**config.mk**
```make
export PLATFORM = sky130hd
export DESIGN_NAME = uart16550_rx_deser
export DESIGN_NICKNAME = d
export VERILOG_FILES = /design/src/rtl/uart16550_rx_deser.sv
export SDC_FILE = /design/constraint.sdc
export NUM_CORES = 1
export LEC_CHECK = 0
export CORE_MARGIN = 5
export CORE_UTILIZATION = 59
export CTS_CLUSTER_SIZE = 8
export DETAILED_ROUTE_END_ITERATION = 12
export GPL_TIMING_DRIVEN = 0
export PLACE_DENSITY_LB_ADDON = 0.05
export RECOVER_POWER = 50
export SLEW_MARGIN = 10
export SYNTH_ARGS = -nofsm -noshare
export SYNTH_HDL_FRONTEND = slang
export SYNTH_SLANG_ARGS = --single-unit
```
**constraint.sdc**
```tcl
create_clock -name clk_i -period 2.9 [get_ports clk_i]
set_clock_uncertainty 0.2 [all_clocks]
set_input_delay 0.29 -clock clk_i [delete_from_list [all_inputs] [get_ports clk_i]]
set_output_delay 0.29 -clock clk_i [all_outputs]
set_load 0.02 [all_outputs]
```
**src/rtl/uart16550_rx_deser.sv**
```systemverilog
// -----------------------------------------------------------------------------
// uart16550_rx_deser
//
// Receive-side serial deserialiser of a 16550-compatible UART.
// The serial input (or the internal loopback line) is synchronised, start bits
// are found with baud-tick oversampling, and 5..8 data bits are shifted in LSB
// first. Parity, stop and break are then checked. One status-tagged character
// is pushed per frame; q_o feeds the Rx FIFO data input.
//
// Optional build macro:
//   RX_MAJORITY_VOTE_EN  each bit value is the 2-of-3 majority of the samples
//                        at mid-1, mid and mid+1; the decision is taken at the
//                        mid+1 tick. Undefined: a single sample at mid-bit.
//
// Parameters:
//   OVERSAMPLE   baud_tick_i pulses per bit (power of 2, >= 8)
//
// Ports:
//   clk_i        core clock, rising edge
//   rst_ni       synchronous active-low reset
//   baud_tick_i  one-clk-wide oversampling enable
//   sin_i        asynchronous serial input, idle high
//   loop_i       1 = receive from loop_sin_i instead of sin_i
//   loop_sin_i   internal transmitter output for loopback
//   wls_i        word length select, 0..3 -> 5..8 data bits
//   pen_i        parity enable
//   eps_i        even parity select
//   sp_i         stick parity
//   push_o       one-clk pulse, q_o valid for the Rx FIFO
//   q_o          {bi, fe, pe, data[7:0]}; unused upper data bits are 0
//   busy_o       1 while a frame is being received
// -----------------------------------------------------------------------------
module uart16550_rx_deser #(
  parameter int OVERSAMPLE = 16
) (
  input  logic        clk_i,
  input  logic        rst_ni,
  input  logic        baud_tick_i,
  input  logic        sin_i,
  input  logic        loop_i,
  input  logic        loop_sin_i,
  input  logic [1:0]  wls_i,
  input  logic        pen_i,
  input  logic        eps_i,
  input  logic        sp_i,
  output logic        push_o,
  output logic [10:0] q_o,
  output logic        busy_o
);

  localparam int TW = $clog2(OVERSAMPLE);
  localparam logic [TW-1:0] TICK_LAST = TW'(OVERSAMPLE - 1);
`ifdef RX_MAJORITY_VOTE_EN
  // Decision one tick after mid-bit so that the mid+1 sample is available.
  localparam logic [TW-1:0] START_TICK = TW'(OVERSAMPLE / 2);
`else
  localparam logic [TW-1:0] START_TICK = TW'(OVERSAMPLE / 2 - 1);
`endif

  typedef enum logic [2:0] {
    S_IDLE,
    S_START,
    S_DATA,
    S_PARITY,
    S_STOP,
    S_BREAK
  } state_t;

  state_t          state_reg;
  logic [TW-1:0]   tick_cnt_reg;
  logic [2:0]      bit_cnt_reg;
  logic [7:0]      data_reg;
  logic            par_bit_reg;
  logic            pe_reg;
  logic [1:0]      wls_cfg_reg;
  logic            pen_cfg_reg;
  logic            eps_cfg_reg;
  logic            sp_cfg_reg;
  logic            sync1_reg;
  logic            rxd_reg;

  logic            line_in;
  logic            bit_val;
  logic            exp_par;
  logic            break_det;
  logic [2:0]      last_bit;

  assign line_in = loop_i ? loop_sin_i : sin_i;

  // Two-flop synchroniser; runs every clock, independent of the baud tick.
  always_ff @(posedge clk_i) begin
    if (!rst_ni) begin
      sync1_reg <= 1'b1;
      rxd_reg   <= 1'b1;
    end else begin
      sync1_reg <= line_in;
      rxd_reg   <= sync1_reg;
    end
  end

`ifdef RX_MAJORITY_VOTE_EN
  // hist_reg[1] = sample two ticks ago (mid-1), hist_reg[0] = previous tick (mid).
  logic [1:0] hist_reg;

  always_ff @(posedge clk_i) begin
    if (!rst_ni) begin
      hist_reg <= 2'b11;
    end else if (baud_tick_i) begin
      hist_reg <= {hist_reg[0], rxd_reg};
    end
  end

  assign bit_val = (hist_reg[1] & hist_reg[0]) |
                   (hist_reg[1] & rxd_reg) |
                   (hist_reg[0] & rxd_reg);
`else
  assign bit_val = rxd_reg;
`endif

  // Index of the final data bit for the frozen word length.
  assign last_bit = 3'd4 + {1'b0, wls_cfg_reg};

  // Stick parity forces a constant; otherwise the parity bit makes the
  // total count of ones even (eps=1) or odd (eps=0).
  assign exp_par = sp_cfg_reg ? ~eps_cfg_reg : (^data_reg ^ ~eps_cfg_reg);

  // Evaluated at the stop-sample tick: all-zero data, parity and stop.
  assign break_det = (data_reg == 8'h00) &&
                     (!pen_cfg_reg || !par_bit_reg) &&
                     !bit_val;

  assign busy_o = (state_reg != S_IDLE);

  always_ff @(posedge clk_i) begin
    if (!rst_ni) begin
      state_reg    <= S_IDLE;
      tick_cnt_reg <= '0;
      bit_cnt_reg  <= 3'd0;
      data_reg     <= 8'h00;
      par_bit_reg  <= 1'b0;
      pe_reg       <= 1'b0;
      wls_cfg_reg  <= 2'd0;
      pen_cfg_reg  <= 1'b0;
      eps_cfg_reg  <= 1'b0;
      sp_cfg_reg   <= 1'b0;
      push_o       <= 1'b0;
      q_o          <= 11'h000;
    end else begin
      push_o <= 1'b0;
      if (baud_tick_i) begin
        // Free-running wrap; OVERSAMPLE is a power of two.
        tick_cnt_reg <= tick_cnt_reg + TW'(1);
        case (state_reg)
          S_IDLE: begin
            if (!rxd_reg) begin
              tick_cnt_reg <= '0;
              wls_cfg_reg  <= wls_i;
              pen_cfg_reg  <= pen_i;
              eps_cfg_reg  <= eps_i;
              sp_cfg_reg   <= sp_i;
              state_reg    <= S_START;
            end
          end
          S_START: begin
            if (tick_cnt_reg == START_TICK) begin
              if (bit_val) begin
                state_reg <= S_IDLE;
              end else begin
                // Re-centre the tick counter on the middle of the start bit.
                tick_cnt_reg <= '0;
                bit_cnt_reg  <= 3'd0;
                data_reg     <= 8'h00;
                par_bit_reg  <= 1'b0;
                pe_reg       <= 1'b0;
                state_reg    <= S_DATA;
              end
            end
          end
          S_DATA: begin
            if (tick_cnt_reg == TICK_LAST) begin
              data_reg[bit_cnt_reg] <= bit_val;
              bit_cnt_reg           <= bit_cnt_reg + 3'd1;
              if (bit_cnt_reg == last_bit) begin
                state_reg <= pen_cfg_reg ? S_PARITY : S_STOP;
              end
            end
          end
          S_PARITY: begin
            if (tick_cnt_reg == TICK_LAST) begin
              par_bit_reg <= bit_val;
              pe_reg      <= (bit_val != exp_par);
              state_reg   <= S_STOP;
            end
          end
          S_STOP: begin
            if (tick_cnt_reg == TICK_LAST) begin
              push_o <= 1'b1;
              q_o    <= {break_det, ~bit_val, pe_reg,
                         break_det ? 8'h00 : data_reg};
              // From here on a new start bit may be detected.
              state_reg <= break_det ? S_BREAK : S_IDLE;
            end
          end
          S_BREAK: begin
            // One character per break: hold off until the line returns high.
            if (rxd_reg) begin
              state_reg <= S_IDLE;
            end
          end
          default: state_reg <= S_IDLE;
        endcase
      end
    end
  end

endmodule

```
[Yosys cells after proc, flatten, opt, wreduce, memory -nomap -nowiden]
Index checks and enable logic that the tools add are counted.
Cells by class
  multiplexer cells: 35
  reduce and logical (&&, ||, !) cells: 19
  add/sub/neg operators: 3
  magnitude comparators: 2
  bitwise logic cells: 3
  equal/unequal tests: 17
Operator list (number)
  3-bit 2-to-1 mux: 12
  8-bit 2-to-1 mux: 4
  3-bit case mux with 6 select lines: 1
  2-bit != test, second input constant: 8
  8-bit case mux with 2 select lines: 1
  5-bit AND reduction: 2
  3-bit AND reduction: 3
  8-bit bitwise mux: 1
  8-bit zero test: 1
  1-bit 2-to-1 mux: 8
  4-bit 2-to-1 mux: 2
  4-bit case mux with 2 select lines: 1
  8-bit AND reduction: 1
  8-bit parity: 1
  3-bit by 2-bit equality test with 1-bit output, second input constant: 2
  3-bit equality test, second input constant: 2
  3-bit case mux with 2 select lines: 1
  4-bit by 1-bit adder with 4-bit output, second input constant: 1
  4-bit by 3-bit equality test with 1-bit output, second input constant: 1
  4-bit equality test, second input constant: 1
  3-bit by 4-bit < comparator with 1-bit output, second input constant: 1
  1-bit case mux with 2 select lines: 2
  2-bit nonzero test: 2
  3-bit by 1-bit adder with 3-bit output, second input constant: 1
  other kinds (14): 19
Storage, ports and cells
  input bits: 11
  word-level logic and storage cells: 93
  register bits: 39
  output and inout bits: 13

[Logic depth before layout (Yosys ltp)]
  depth after elaboration: 7
  mapped depth: 8

[Worst setup path before layout]
No wires, ideal clock.
  kind: reg-to-reg
  start point: register data_reg[0]
  end point: register pe_reg
  path slack: 1020 ps
  cell stages (with the launch flop): 8
  data arrival time: 1610 ps
  period minus slack after synthesis: 1880 ps
  required time: 2630 ps
  cells stage by stage: dfxtp_1 -> inv_1 -> ha_1 -> xnor2_1 -> xnor2_1 -> nor3_1 -> or3b_2 -> a21oi_1
On the way
  word-level cells in the longest chain between the ends: 6
Ends and longest elaborated chain
  from (decl): RTL line 72  | logic [7:0] data_reg;
  from (signal, indexed assignment): RTL line 181  | data_reg[bit_cnt_reg] <= bit_val;
  8-bit parity: RTL line 125  | assign exp_par = sp_cfg_reg ? ~eps_cfg_reg : (^data_reg ^ ~eps_cfg_reg);
  1-bit XOR: RTL line 125
  1-bit 2-to-1 mux: RTL line 125
  1-bit != test: RTL line 191  | pe_reg <= (bit_val != exp_par);
  1-bit 2-to-1 mux: RTL line 189  | if (tick_cnt_reg == TICK_LAST) begin
  1-bit case mux with 2 select lines: RTL line 153  | case (state_reg)
  to (signal assigned): RTL line 191
  to (decl): RTL line 74  | logic pe_reg;
No other way between the ends. The select of a mux whose other input is x is not followed.
A chain may end at the register's enable or synchronous reset.

[Worst setup path in the final report]
  start point: register state_reg[1]
  end point: register q_o[3]
On the way
  word-level cells in the longest chain between the ends: 2
Ends and longest elaborated chain
  from (decl): RTL line 69  | state_t state_reg;
  from (signal assigned): RTL line 184  | state_reg <= pen_cfg_reg ? S_PARITY : S_STOP;
  from (signal assigned): RTL line 201  | state_reg <= break_det ? S_BREAK : S_IDLE;
  3-bit equality test: RTL line 153
  3-bit AND reduction (no line)
  to (signal assigned): RTL line 198  | q_o <= {break_det, ~bit_val, pe_reg,
  to (decl): RTL line 47  | output logic [10:0] q_o,
No other way between the ends.

==> reports/metrics.yaml <==
numPortBuffers: 22
ys_warn_count: 0
clockBufferDepth: 2
slew-limit-headroom_pct: 52.01
grt.total_usage_pct: 22.43
die_y_um: 68.25
maxCapViolCount: 0
hold_class: "in2reg"
avgRoutedWirePerCell_um: 14.35
synthesis.area_sq_um: 2002
row_count: 21
synth_cell_types: 50
gp_congestion: 0.9046
post-route-min-period_ps: 2202
async_flop_share_pct: 0
cp.arrival_ps: 2230
grt_pass1_vias: 1655
cts_inserted_buffers: 5
ys.flop_type: "dfxtp_1"
wirelength_um: 4476
cts-resized-gates: 0
synth-edff-count: 0
dp_hpwl_um: 3289
nNetsFinal: 282
drive_gt1_share_pct: 7.519
start_util_pct: 60.47
first_pass_iters: 5
core_area_sq_um: 3311
end_kind: "register"
timing.final.crit_share_pct: 75.92
htree_levels: 2
leakage_nw: 0.8766
grt_antenna_before_repair: 0
rsz0062_at_grt: "false"
ctsHoldBuffers: 0
timing_worst_setup_path_type: "reg2reg"
vias_per_cell: 5.647
die_w_um: 68.25
yosysTopAreaCell: "dfxtp_1"
cts_setup_buffers: 0
powerDensity_nw_per_um2: 386.6
ys_seq_area_share_pct: 39.00
status: "complete, no violations"
mostFrequentLayoutCell: "dfxtp_1"
maxSlewViolCount: 0
grt_pass1_wl_um: 7790
clockRootBuffer: "clkbuf_4"
dieArea_sq_um: 4658
grt_max_degree: 13
setup_viol: 0
worst-endpoint-required_ps: 2930
synth_cells: 236
cts_tree: "yes"
utilization_pct: 69.99
yosysTopAreaCellShare_pct: 39.00
clock_sinks: 39
final_cell_mix: "dfxtp_1 (39), nand2_1 (26), nor2_1 (20)"
antenna_cells: 0
ios: 24
clk_latency_ps: 350
drtAntennaViolNets: 0
finalSetupTns_ps: 0
peakVddDrop_mv: 0.2824
crit_path_start_kind: "register"
syn-num-nets: 253
drc: 0
gr-total-overflow: 0
crit_fanout: 10
drt_iter0_drc: 151
tightest_slew_ps: 714.4
fmax_mhz: 454.2
avgSynthCellArea_sq_um: 8.483
holdWs_ps: 50.61
hold_violations: 0
largest_register_ff_count: 11
areaGrowthSynthToFinish_pct: 15.75
ys_ff_latch: 39
synthTopCellsByArea: "dfxtp_1 (39%), mux2i_1 (5.0%), nand2_1 (4.9%), a21oi_1 (3.8%), ha_1 (3.8%)"
num_vias: 1762
path_clk_slew_ps: 110
## stage by stage
stage | area, sq um | power, mW | setup WS (ps) | std cells
final | 2317 | 0.8957 | 698.5 | 312
after global routing | 2317 | 0.9414 | 468.8 | 312
after CTS | 2333 | 0.9032 | 720.8 | 312
after detailed placement | 2280 | 0.6323 | 644.3 | 304
after global placement | 2280 | 0.6315 | 703.2 | 304
after floorplan | 2002 | 0.6040 | 1020 | 236
## power breakdown
part | switching (mW) | internal [mW] | leakage (nW)
clock network | 0.182 | 0.0936 | 0.0282
registers | 0.00619 | 0.542 | 0.315
logic | 0.0394 | 0.0322 | 0.533
total | 0.228 | 0.668 | 0.877
## cell type report
| cell class | count | area (sq um) |
|---|---|---|
| multi-input cells | 170 | 1091 |
| clock buffers | 6 | 41.29 |
| well taps | 46 | 57.56 |
| fillers | 303 | 993.5 |
| inverters | 12 | 45.04 |
| clock inverters | 2 | 12.51 |
| flip-flops and latches | 39 | 780.7 |
| repair buffers | 22 | 220.2 |
| plain buffers | 15 | 68.82 |
## path summary, 6_finish.rpt
kind,end,slack [ps],startpoint,cells past startpoint
setup / recovery,q_o[3],700,state_reg[1],6
hold / removal,tick_cnt_reg[1],50,baud_tick_i,3
hold reg to reg,bit_val,240,sync1_reg,1
setup reg to reg,q_o[3],700,state_reg[1],6
## worst max-delay path: stages (launching register included)
cell and delay (ps):
dfxtp_1 370, clkbuf_1 250, nor3b_1 400, nand3_1 320, buf_2 280, a22oi_1 200, nor2_1 60
## synth_stat cells (all sizes together), types with 2 or more instances
cell	count
buf	8
and3	4
nor2b	3
nand4	5
mux2i	10
and3b	2
dfxtp	39
nor3b	4
nor2	21
o41ai	2
nand2b	6
o31ai	3
clkbuf	7
inv	11
nand2	27
o311ai	2
and2	2
a21oi	15
nor3	4
a22oi	8
nand3	15
ha	6
o21ai	5
xnor2	7
## routing by layer
| layer | track usage (%) | wire length (um) |
|---|---|---|
| met5 | 0 | 0 |
| met4 | 6.700 | 62 |
| met3 | 6.404 | 210 |
| met2 | 35.02 | 2068 |
| met1 | 29.89 | 2134 |
## cell families (layout without fill, tap and decap cells)
family / count (synthesis) / after routing / synth area share (%)
AO/OA/AOI/OAI: 49 / 49 / 16.94
XOR/XNOR: 8 / 8 / 3.500
adder cells (fa/ha/maj): 6 / 6 / 3.750
buffers and inverters: 27 / 57 / 5.999
flip-flops: 39 / 39 / 39.00
multiplexers: 10 / 10 / 5.000
AND/OR/NAND/NOR: 97 / 97 / 25.81
(Power assumes the default switching activity.)
